===== src/rtl/instr_mem_loader.sv =====
// Byte-stream program loader: assembles 20-bit instructions, writes them from address 0, holds the CPU.
// Optional macro LOADER_CHECKSUM_EN adds a trailing XOR checksum byte that must match before DONE.
module instr_mem_loader #(
  parameter int ADDR_W  = 16,
  parameter int INSTR_W = 20,
  parameter int DEPTH   = 1024
) (
  input  logic               clk,
  input  logic               reset,
  input  logic               start,
  input  logic [7:0]         byte_data,
  input  logic               byte_valid,
  output logic               byte_ready,
  output logic [ADDR_W-1:0]  mem_addr,
  output logic [INSTR_W-1:0] mem_data,
  output logic               mem_wren,
  output logic               cpu_hold,
  output logic               done,
  output logic               error
);

  typedef enum logic [3:0] {
    S_IDLE, S_HDR_LO, S_HDR_HI, S_B0, S_B1, S_B2, S_WRITE, S_CHK, S_DONE, S_ERR
  } state_t;

  localparam logic [16:0] DEPTH_L = 17'(DEPTH);
`ifdef LOADER_CHECKSUM_EN
  localparam state_t S_FIN = S_CHK;
`else
  localparam state_t S_FIN = S_DONE;
`endif

  function automatic logic [INSTR_W-1:0] pack_instr(input logic [3:0] b2_lo,
                                                    input logic [7:0] b1,
                                                    input logic [7:0] b0);
    return INSTR_W'({b2_lo, b1, b0});
  endfunction

  state_t             state_r, state_s;
  logic [15:0]        cnt_r, cnt_s;
  logic [15:0]        idx_r, idx_s;
  logic [15:0]        hdr_s;
  logic [7:0]         b0_r, b0_s, b1_r, b1_s;
  logic [INSTR_W-1:0] data_r, data_s;
  logic               accept_s;
  logic               ready_r, ready_s, wren_r, wren_s, hold_r, hold_s, done_r, done_s, err_r, err_s;
`ifdef LOADER_CHECKSUM_EN
  logic [7:0]         sum_r, sum_s;
`endif

  // Next-state, datapath and next-output decode
  always_comb begin
    state_s  = state_r;
    cnt_s    = cnt_r;
    idx_s    = idx_r;
    b0_s     = b0_r;
    b1_s     = b1_r;
    data_s   = data_r;
`ifdef LOADER_CHECKSUM_EN
    sum_s    = sum_r;
`endif
    hdr_s    = {byte_data, cnt_r[7:0]};
    accept_s = byte_valid & ready_r;
    ready_s  = 1'b0;
    wren_s   = 1'b0;
    hold_s   = 1'b1;
    done_s   = 1'b0;
    err_s    = 1'b0;
    case (state_r)
      S_IDLE, S_DONE, S_ERR: begin
        if (start) begin
          state_s = S_HDR_LO;
          cnt_s   = 16'h0000;
          idx_s   = 16'h0000;
`ifdef LOADER_CHECKSUM_EN
          sum_s   = 8'h00;
`endif
        end else begin
          state_s = state_r;
        end
      end
      S_HDR_LO: begin
        if (accept_s) begin
          cnt_s   = {8'h00, byte_data};
          state_s = S_HDR_HI;
        end else begin
          state_s = state_r;
        end
      end
      S_HDR_HI: begin
        if (!accept_s) begin
          state_s = state_r;
        end else if (hdr_s == 16'h0000) begin
          cnt_s   = hdr_s;
          state_s = S_FIN;
        end else if ({1'b0, hdr_s} > DEPTH_L) begin
          cnt_s   = hdr_s;
          state_s = S_ERR;
        end else begin
          cnt_s   = hdr_s;
          state_s = S_B0;
        end
      end
      S_B0: begin
        if (accept_s) begin
          b0_s    = byte_data;
`ifdef LOADER_CHECKSUM_EN
          sum_s   = sum_r ^ byte_data;
`endif
          state_s = S_B1;
        end else begin
          state_s = state_r;
        end
      end
      S_B1: begin
        if (accept_s) begin
          b1_s    = byte_data;
`ifdef LOADER_CHECKSUM_EN
          sum_s   = sum_r ^ byte_data;
`endif
          state_s = S_B2;
        end else begin
          state_s = state_r;
        end
      end
      S_B2: begin
        if (!accept_s) begin
          state_s = state_r;
        end else if (byte_data[7:4] != 4'h0) begin
          state_s = S_ERR;
        end else begin
          data_s  = pack_instr(byte_data[3:0], b1_r, b0_r);
`ifdef LOADER_CHECKSUM_EN
          sum_s   = sum_r ^ byte_data;
`endif
          state_s = S_WRITE;
        end
      end
      S_WRITE: begin
        idx_s = idx_r + 16'd1;
        if ((idx_r + 16'd1) == cnt_r) begin
          state_s = S_FIN;
        end else begin
          state_s = S_B0;
        end
      end
`ifdef LOADER_CHECKSUM_EN
      S_CHK: begin
        if (!accept_s) begin
          state_s = state_r;
        end else if (byte_data == sum_r) begin
          state_s = S_DONE;
        end else begin
          state_s = S_ERR;
        end
      end
`endif
      default: state_s = S_IDLE;
    endcase
    // Outputs are registered from the next state so they line up with the state register
    ready_s = (state_s inside {S_HDR_LO, S_HDR_HI, S_B0, S_B1, S_B2, S_CHK});
    wren_s  = (state_s == S_WRITE);
    hold_s  = (state_s != S_DONE);
    done_s  = (state_s == S_DONE);
    err_s   = (state_s == S_ERR);
  end

  // State, datapath and output registers
  always_ff @(posedge clk or negedge reset) begin
    if (!reset) begin
      state_r <= S_IDLE;
      cnt_r   <= 16'h0000;
      idx_r   <= 16'h0000;
      b0_r    <= 8'h00;
      b1_r    <= 8'h00;
      data_r  <= '0;
      ready_r <= 1'b0;
      wren_r  <= 1'b0;
      hold_r  <= 1'b1;
      done_r  <= 1'b0;
      err_r   <= 1'b0;
`ifdef LOADER_CHECKSUM_EN
      sum_r   <= 8'h00;
`endif
    end else begin
      state_r <= state_s;
      cnt_r   <= cnt_s;
      idx_r   <= idx_s;
      b0_r    <= b0_s;
      b1_r    <= b1_s;
      data_r  <= data_s;
      ready_r <= ready_s;
      wren_r  <= wren_s;
      hold_r  <= hold_s;
      done_r  <= done_s;
      err_r   <= err_s;
`ifdef LOADER_CHECKSUM_EN
      sum_r   <= sum_s;
`endif
    end
  end

  assign byte_ready = ready_r;
  assign mem_addr   = ADDR_W'(idx_r);
  assign mem_data   = data_r;
  assign mem_wren   = wren_r;
  assign cpu_hold   = hold_r;
  assign done       = done_r;
  assign error      = err_r;

endmodule

===== config.mk =====
export PLATFORM = sky130hd
export DESIGN_NAME = instr_mem_loader
export DESIGN_NICKNAME = d
export VERILOG_FILES = /design/src/rtl/instr_mem_loader.sv
export SDC_FILE = /design/constraint.sdc
export NUM_CORES = 1
export LEC_CHECK = 0
export ABC_AREA = 0
export CAP_MARGIN = 20
export CORE_MARGIN = 3
export CORE_UTILIZATION = 50
export CTS_CLUSTER_DIAMETER = 30
export DETAILED_ROUTE_END_ITERATION = 12
export GPL_ROUTABILITY_DRIVEN = 0
export PLACE_DENSITY = 0.89
export SLEW_MARGIN = 20
export SYNTH_ARGS = -nofsm -noshare
export SYNTH_HDL_FRONTEND = slang
export SYNTH_SLANG_ARGS = --single-unit

===== constraint.sdc =====
create_clock -name clk -period 2.5 [get_ports clk]
set_clock_uncertainty 0.1 [all_clocks]
set_input_delay 0.25 -clock clk [delete_from_list [all_inputs] [get_ports clk]]
set_output_delay 0.25 -clock clk [all_outputs]
set_load 0.02 [all_outputs]

Word level (Yosys, flattened, before mapping)
Index checks and enable logic that the tools add are counted.
Storage, ports and cells
  register bits: 77
  output and inout port bits: 41
Cells by class
  add/subtract/negate cells: 1
  $lt $le $gt $ge: 1
  equal/unequal tests: 22
  muxes and demuxes: 16
  bitwise operators: 3
  reductions and logical operators: 14
Operator list (count)
  16-bit 2-to-1 mux: 3
  16-bit one-hot mux with 3 select lines: 1
  4-bit 2-to-1 mux: 10
  16-bit one-hot mux with 2 select lines: 1
  4-bit by 3-bit equality test with 1-bit output, second input constant: 7
  4-bit one-hot mux with 7 select lines: 1
  16-bit by 1-bit adder with 16-bit output, second input constant: 1
  16-bit equality test: 1
  4-bit by 2-bit equality test with 1-bit output, second input constant: 4
  4-bit equality test, second input constant: 4
  16-bit by 11-bit > comparator with 1-bit output, second input constant: 1
  16-bit logical NOT: 1
  4-bit by 1-bit equality test with 1-bit output, second input constant: 2
  4-bit AND reduction: 2
  2-bit inequality test, second input constant: 3
  2-bit AND reduction: 3
  6-bit nonzero test: 1
  4-bit logical NOT: 1
  4-bit inequality test, second input constant: 1
  2-bit nonzero test: 2
  4-bit nonzero test: 1
  3-bit AND reduction: 1
  3-bit nonzero test: 1
  3-bit OR reduction: 1
  2 further kinds: 3

Longest topological paths before layout
Gate-level depths: netlist of the first run.
  word-level depth: 7
  mapped depth: 10
  depth with buffers taken out: 9

Least setup slack after synthesis of the first run
OpenSTA, ideal clock, no wires.
  kind: reg2reg
  start: reg idx_r[0], in the netlist mem_addr[0]
  end: reg ready_r, in the netlist byte_ready
  arrival: 2.433 ns
  slack: -0.128 ns
  stages on the path, launching flop included: 10
  cells stage by stage: dfrtp_1 -> ha_1 -> nand3_1 -> or3_4 -> and2_4 -> a32oi_1 -> a21oi_1 -> o2111ai_2 -> nand2_1 -> a311oi_2
Between the ends
  cells in the longest elaborated chain, start to end: 6
  elaborated cells on any way between the ends: 11
  those cells by class: 1 x add/sub; 7 x eq/ne; 2 x mux; 1 x reduce/logical
RTL lines
  start: declaration: line 41  | logic [15:0] idx_r, idx_s;
  start signal: assignment: line 188  | idx_r <= idx_s;
  16-bit by 1-bit adder with 16-bit output (*): line 141  | if ((idx_r + 16'd1) == cnt_r) begin
  16-bit equality test (*): line 141
  4-bit 2-to-1 mux (*): line 141
  4-bit one-hot mux with 7 select lines (*): line 69  | case (state_r)
  4-bit by 1-bit equality test with 1-bit output (tied with other cells): line 161  | ready_s = (state_s inside {S_HDR_LO, S_HDR_HI, S_B0, S_B1, S_B2, S_CHK});
  6-bit nonzero test (*): line 161
  named net ready_s: line 46  | logic ready_r, ready_s, wren_r, wren_s, hold_r, hold_s, done_r, done_s, err_r, err_s;
  end signal: assignment: line 192  | ready_r <= ready_s;
  end: declaration: line 46
Mark *: on every way through the listed nets, which the timed path passes. The rest lies on a longest branch.
A chain may end at the register's enable or synchronous reset.

Final worst setup path of the first run
  start: reg idx_r[12], in the netlist mem_addr[12]
  end: reg done_r, in the netlist done
Between the ends
  cells in the longest elaborated chain, start to end: 5
RTL lines
  16-bit by 1-bit adder with 16-bit output: line 141
  16-bit equality test: line 141
  4-bit 2-to-1 mux: line 141
  4-bit one-hot mux with 7 select lines: line 69
  4-bit equality test: line 164  | done_s = (state_s == S_DONE);
  named net done_s: line 46
  end signal: assignment: line 195  | done_r <= done_s;
  end: declaration: line 46
The timed path passes the listed nets, and every way through them passes these cells.

==> results of run 1 <==
-- sequential cells by signal, summed over array words and instances, names as in the netlist --
name        count
mem_data       20
cnt_r          16
mem_addr       16
b0_r            8
b1_r            8
state_r         4
byte_ready      1
cpu_hold        1
done            1
error           1
mem_wren        1
-- cell families after synthesis --
family | count (synthesis) | share of synthesized area
buf+inv | 27 | 0.0290
flops | 77 | 0.491
mux | 17 | 0.0484
compound gates | 88 | 0.143
fa+ha+maj | 2 | 0.00574
xor+xnor | 17 | 0.0379
simple gates | 198 | 0.245
-- path summary, 6_finish.rpt --
| check | start | endpoint |
|---|---|---|
| max | mem_addr[12] | done |
| min | b1_r[0] | mem_data[8] |
| max reg2reg | mem_addr[12] | done |
| min reg2reg | b1_r[0] | mem_data[8] |
| max in group asynchronous | reset | mem_addr[11] |
| min in group asynchronous | reset | mem_addr[6] |
-- power by group through the flow --
| stage | Clock, mW | Combinational [mW] | Sequential (mW) |
|---|---|---|---|
| floorplan | 0 | 0.881 | 1.77 |
| finish | 0.961 | 1.48 | 1.79 |
| CTS | 0.973 | 1.35 | 1.79 |
| global placement | 0 | 1.27 | 1.78 |
| global route | 1.04 | 1.60 | 1.83 |
| detailed placement | 0 | 1.33 | 1.80 |
-- tightest hold or removal path, stage by stage (launching register included) --
cell and delay (ps):
dfrtp_1 340, nand2_1 50, nand2_1 50
-- cell type report --
type	count	area share
Clock buffer	11	0.0274
Clock inverter	5	0.0114
Inverter	6	0.00436
Multi-Input combinational cell	322	0.388
Sequential cell	77	0.374
Tap cell	99	0.0240
Timing Repair Buffer	98	0.171
-- synth_stat cells (all sizes together) --
| cell type | number | area [um^2] |
|---|---|---|
| mux2i | 1 | 10.0 |
| a31oi | 3 | 18.8 |
| mux2 | 16 | 180 |
| inv | 6 | 22.5 |
| or4 | 4 | 30.0 |
| nand2 | 102 | 383 |
| nand2b | 4 | 25.0 |
| xor2 | 7 | 61.3 |
| nand4b | 3 | 26.3 |
| nand3b | 3 | 22.5 |
| nor2 | 30 | 113 |
| a21boi | 2 | 15.0 |
| o41ai | 3 | 26.3 |
| a211oi | 1 | 7.51 |
| nand4 | 4 | 40.0 |
| nor2b | 3 | 18.8 |
| nor4 | 10 | 75.1 |
| dfstp | 1 | 26.3 |
| nand3 | 12 | 60.1 |
| maj3 | 1 | 10.0 |
| nor4b | 2 | 23.8 |
| buf | 11 | 53.8 |
| a22o | 10 | 87.6 |
| a32oi | 2 | 17.5 |
| o21ai | 41 | 209 |
| nor3b | 2 | 20.0 |
| o2111ai | 1 | 15.0 |
| o211a | 1 | 10.0 |
| a311o | 1 | 10.0 |
| and3 | 2 | 12.5 |
| ha | 1 | 12.5 |
| o31ai | 5 | 37.5 |
| xnor2 | 10 | 87.6 |
| clkbuf | 10 | 37.5 |
| nor3 | 10 | 60.1 |
| o21a | 2 | 15.0 |
| a21oi | 14 | 70.1 |
| and2 | 4 | 27.5 |
| a311oi | 1 | 15.0 |
| dfrtp | 76 | 1900 |
| or3 | 3 | 23.8 |
| o211ai | 1 | 7.51 |
-- metal layers --
metal,vias to the layer above,track usage,share of wire
met5,-,0,0
met4,0,0.132,0.044
met3,48,0.0494,0.064
met2,185,0.385,0.49
met1,1773,0.307,0.41
li1,1673,-,-
-- metrics by stage --
step | worst slack [ps] | util | std cells | cell area, um^2
4_1_cts | 34.7 | 0.666 | 607 | 4960
5_1_grt | -92.1 | 0.694 | 618 | 5170
3_5_place_dp | -114 | 0.636 | 590 | 4740
2_1_floorplan | 6.27 | - | 426 | 3930
6_report | -67.6 | 0.694 | 618 | 5170
3_3_place_gp | 12.4 | 0.636 | 590 | 4740
-- timing repair --
action                                  CTS  global route
buffers inserted                          0            10
gates cloned                              0             1
hold endpoints to repair                 76             0
endpoints found under the setup margin    3             7
gates resized for setup                   2            27
pin swaps                                 3            13
hold buffers                              1             0
==> results by group, run 1 <==
Die
  • Initial Util: 0.527
  • IO Count: 53
  • Die footprint: 0.00895 mm^2
  • Core ar.: ~0.0074 mm^2
  • Die height: 94.6 um
  • # rows: 31
  • Die Wd: 94.6 um

Synth
  • Warnings, synthesis: 0
  • Sequential fraction of the synthesis area: 0.491
  • Post-synthesis cell type count: 54
  • Syn avg cell area: 9.22 um^2
  • Mapped cell area: 0.00393 mm^2
  • Mapped Cells: 426
  • Syn Nets: 439
  • Synthesized flop and latch total: 77

Final layout
  • Commonest non-fill, non-tap cell in the layout: nand2_1
  • Layout area overhead: 31.6%
  • NumNets Final: 527
  • FF/Latch Area: 0.00193 mm^2
  • Most frequent cells in the layout: nand2_1 (101), dfrtp_1 (71), clkdlybuf4s50_1 (51)
  • Antenna Cells: 0
  • Fillers: between 500 and 600
  • Area of the multi-input gates: between 0.002 and 0.0025 mm^2
  • Share of layout cells above drive strength 1: 0.208

Critical path
  • CP Launch Type: register
  • Setup crit end kind: register
  • Critical Path AT: 2720 ps
  • CP max stage cell: dfrtp_1
  • Cell count along the critical path: 9
  • Worst stage delay on the critical path: 520 ps
  • CP Max Fanout: 7
  • CP Buf/Inv Count: 1
  • FF-to-FF setup slack: -70 ps
  • Kind of cell adding the most delay to the critical path: simple AND/OR/NAND/NOR gates
  • Crit path kind: reg2reg
  • Worst r2r path cells: 9
  • Crit-path cells: nand4_1, nor4_1, nor3_1, a211oi_1, nand2_1, o2111ai_4, nand2_2, buf_4, and3_1
  • CP required: about 2700 ps

STA
  • PnR worst setup slack: -67.6 ps
  • Achievable frequency: roughly 400 MHz
  • Worst hold margin: between 300 and 400 ps
  • Final Slew Violations: 0
  • Final setup TNS: -67.6 ps
  • Final setup fails: 1
  • Minimum clock period after layout: 2570 ps
  • Unrepaired setup endpoints after global routing: yes
  • Worst Max-Slew Pin Slew: approximately 940 ps
  • Final period utilization: 1.03
  • Hold Fails Final Rpt: 0
  • Slew HR: 0.372

Worst hold path
  • Hold Crit Class: reg2reg
  • WHS Path Cells: 2

Run status
  • Status: finished, violations left
  • Failing checks: negative setup slack

Drt
  • Via count: approximately 3700
  • Residual DRC: 0
  • Mean number of vias per cell: 5.95
  • Post-DR wirelength/cell: 17.5 um
  • Number of routed nets with antenna violations: 0
  • First-pass iteration count of the detailed router: 5
  • Initial DRC Count: about 230
  • Final wirelength: 10800 um

Power and ir drop
  • Net switching power: 1.54 mW
  • Maximum VDD drop: 0.516 mV
  • Combinational share of power: 0.349
  • Internal: between 2 and 3 mW
  • Sequential share of power: 0.424
  • Switching part of the total: 0.363
  • PwrDens: around 820 mW/mm^2
  • Lkg Pwr: 2.31 nW
  • Total power: 4.23 mW
  • Power share of the clock group: 0.227

Clocking
  • Root Driver: clkbuf_8
  • Worst-path clk slew: 80 ps
  • Worst skew pair latency: 360 ps
  • TritonCTS clock tree: built
  • CTS Buf Count: 9
  • CTS H-tree lvls: 3
  • Clock Sinks: 77
  • CTS max path bufs: 2

Flow run
  • Max-capacitance violation count: 0

Global routing
  • First-pass GRT wire length: 16700 um
  • Pin count of the biggest net entering global routing: just under 80
  • Initial antenna violation count: 0
  • Number of global-route vias before repair: about 3500
  • Total gr overflow: 0
  • Total global-route track usage: 0.241

Placed design
  • I/O Buffers: 52
  • HPWL after DPL: a little over 7000 um
(Power assumes the default switching activity.)
==> run 2: changes to the inputs <==
--- a/config.mk
+++ b/config.mk
@@ -6,7 +6,6 @@
 export NUM_CORES = 1
 export LEC_CHECK = 0
 export ABC_AREA = 0
-export CAP_MARGIN = 20
 export CORE_MARGIN = 3
 export CORE_UTILIZATION = 50
 export CTS_CLUSTER_DIAMETER = 30
==> results of run 2 <==
No change in the layout: final DEF, timing and power equal those of run 1.
==> RTL edit: new RTL, flow settings as in run 1 <==
Build with the macro `LOADER_CHECKSUM_EN` defined.
--- a/src/rtl/instr_mem_loader.sv
+++ b/src/rtl/instr_mem_loader.sv
@@ -1,5 +1,7 @@
 // Byte-stream program loader: assembles 20-bit instructions, writes them from address 0, holds the CPU.
 // Optional macro LOADER_CHECKSUM_EN adds a trailing XOR checksum byte that must match before DONE.
+`define LOADER_CHECKSUM_EN
+
 module instr_mem_loader #(
   parameter int ADDR_W  = 16,
   parameter int INSTR_W = 20,
Function: changed (Yosys sat finds a counterexample within 4 cycles, from zero or initial values and one cycle with reset low).
==> RTL edit against run 1 <==
Sequential cell count up 8. Setup slack improved by 0.14 ns. Wire length grew 6.3%. Non-clock buffer count fell by 4. Area after synthesis up 15%. Power grew 18%. Maximum frequency up 6.0%. Final area rose by 7.2%. Cell count up 9.1%. Largest power group unchanged.
==> RTL edit: results (changes against run 1) <==
stage,metric,value,unit,change
routing,via_per_inst,5.97,,+0.26%
layout,drive_above_1_share,16.1,%,-4.7 points
global_routing,grt_start_max_net_pins,66,,-15%
timing,tightest_slew,0.807,ns,-0.135 ns
synth,syn_inst,494,,+16%
layout,multi_input_area_share,39.0,%,+0.21 points
critical_path,critical_path_arrival,2.59,ns,-0.13 ns
layout,area_growth,22.6,%,
synth,synth_fa_ha_area_share,0.498,%,-0.075 points
critical_path,critPathSlowestCell,or4_1,,
global_routing,track_usage,23.4,%,-0.79 points
critical_path,critPathMaxStageDelay,0.53,ns,
worst_hold_path,hp-start,b1_r[7],,
placement,post-place-ws,-0.0451,ns,+0.0685 ns
outcome,status,"complete, no violations",,
power,power_leakage,2.49,nW,+8.1%
synth,synthTopCellsByCount,"99 x nand2_1, 84 x dfrtp_1, 43 x o21ai_0",,
layout,largest_reg_flops,20,,unchanged
layout,final_nets,574,,+8.9%
placement,place_area,5310,µm²,+12%
routing,num_vias,4023,,+9.4%
routing,drtIter0Drc,321,,+43%
clock_tree,clock_latency,0.36,ns,about the same
layout,n_all_buffers,94,,-4.1%
clock_tree,numClockSinks,85,,+10%
layout,multi_input_cells,352,,+9.3%
synth,syn_nets,507,,+15%
synth,synth_xor_area_share,6.17,%,+2.4 points
timing,fin_hold_ws,0.376,ns,+0.00880 ns
layout,fillers,679,,+23%
critical_path,rr_worst_depth,7,,-2
power,ir_worst_vdd,0.000510,V,-1.3%
worst_hold_path,whs_path_depth,2,,unchanged
critical_path,crit_family,compound AO/OA/AOI/OAI gates,,
layout,final-nonclk-buf-share,15.1,%,-2.0 points
layout,n_antenna_cell,0,,unchanged
synth,synth_compound_area_share,16.0,%,+1.7 points
placement,dp.cells,657,,+11%
layout,sh_seq_area,38.4,%,+1.0 points
critical_path,r2r_slack,0.08,ns,+0.14 ns
die,rows,34,,+9.7%
routing,avgRoutedWirePerCell,17.0,µm,-2.6%
global_routing,grt_pass1_vias,3939,,+13%
critical_path,r2r-end,state_r[2],,
synth,yosys-mux-area-fraction,3.99,%,-0.86 points
synth,synth.distinct_cells,58,,+7.4%
layout,clock_area_share,3.73,%,-0.15 points
global_routing,grt_pass1_wl,19100,µm,+14%
layout,inv_count,19,,+13
synth,ys_top_cells_by_area,"dfrtp_1 47%, nand2_1 8.2%, o21ai_0 4.8%",,
critical_path,worstReg2RegStart,mem_addr[0],,
synth,yosysSeqAreaShare,47.1,%,-2.0 points
placement,dp_hpwl,8170,µm,+15%
synth,postSynth.asyncResetShare,100,%,unchanged
clock_tree,clockBufferDepth,2,,unchanged
timing,finalCriticalPeriod,2.42,ns,-0.145 ns
worst_hold_path,min_to,mem_data[15],,
RTL edit: cell types whose count changed after synthesis, sizes merged, moves of 7 or more:
cell / before / now
dfrtp: 76 / 84
nor2: 30 / 17
a22o: 10 / 1
clkbuf: 10 / 20
inv: 6 / 19
buf: 11 / 18
nand2b: 4 / 12
xnor2: 10 / 24
a31oi: 3 / 24
RTL edit: what timing repair did:
action / in CTS / in global routing
gates resized for setup: 0 / 3
hold endpoints to repair: 63 / 0
hold buffers: 1 / 0
endpoints found under the setup margin: 0 / 1
RTL edit: where the power goes:
group | leakage, nW | switching [W] | total, W | internal (W)
combinational | 1.25 | 0.00104 | 0.00189 | 0.000852
sequential | 1.14 | 0.000316 | 0.00206 | 0.00174
clock | 0.0984 | 0.000545 | 0.00102 | 0.000477
total | 2.49 | 0.00190 | 0.00497 | 0.00307
RTL edit: layer usage:
layer | track usage [%] | wire length (µm)
met1 | 28.5 | 4490
met2 | 40.1 | 5790
met3 | 5.67 | 877
met4 | 8.18 | 308
met5 | 0 | 0
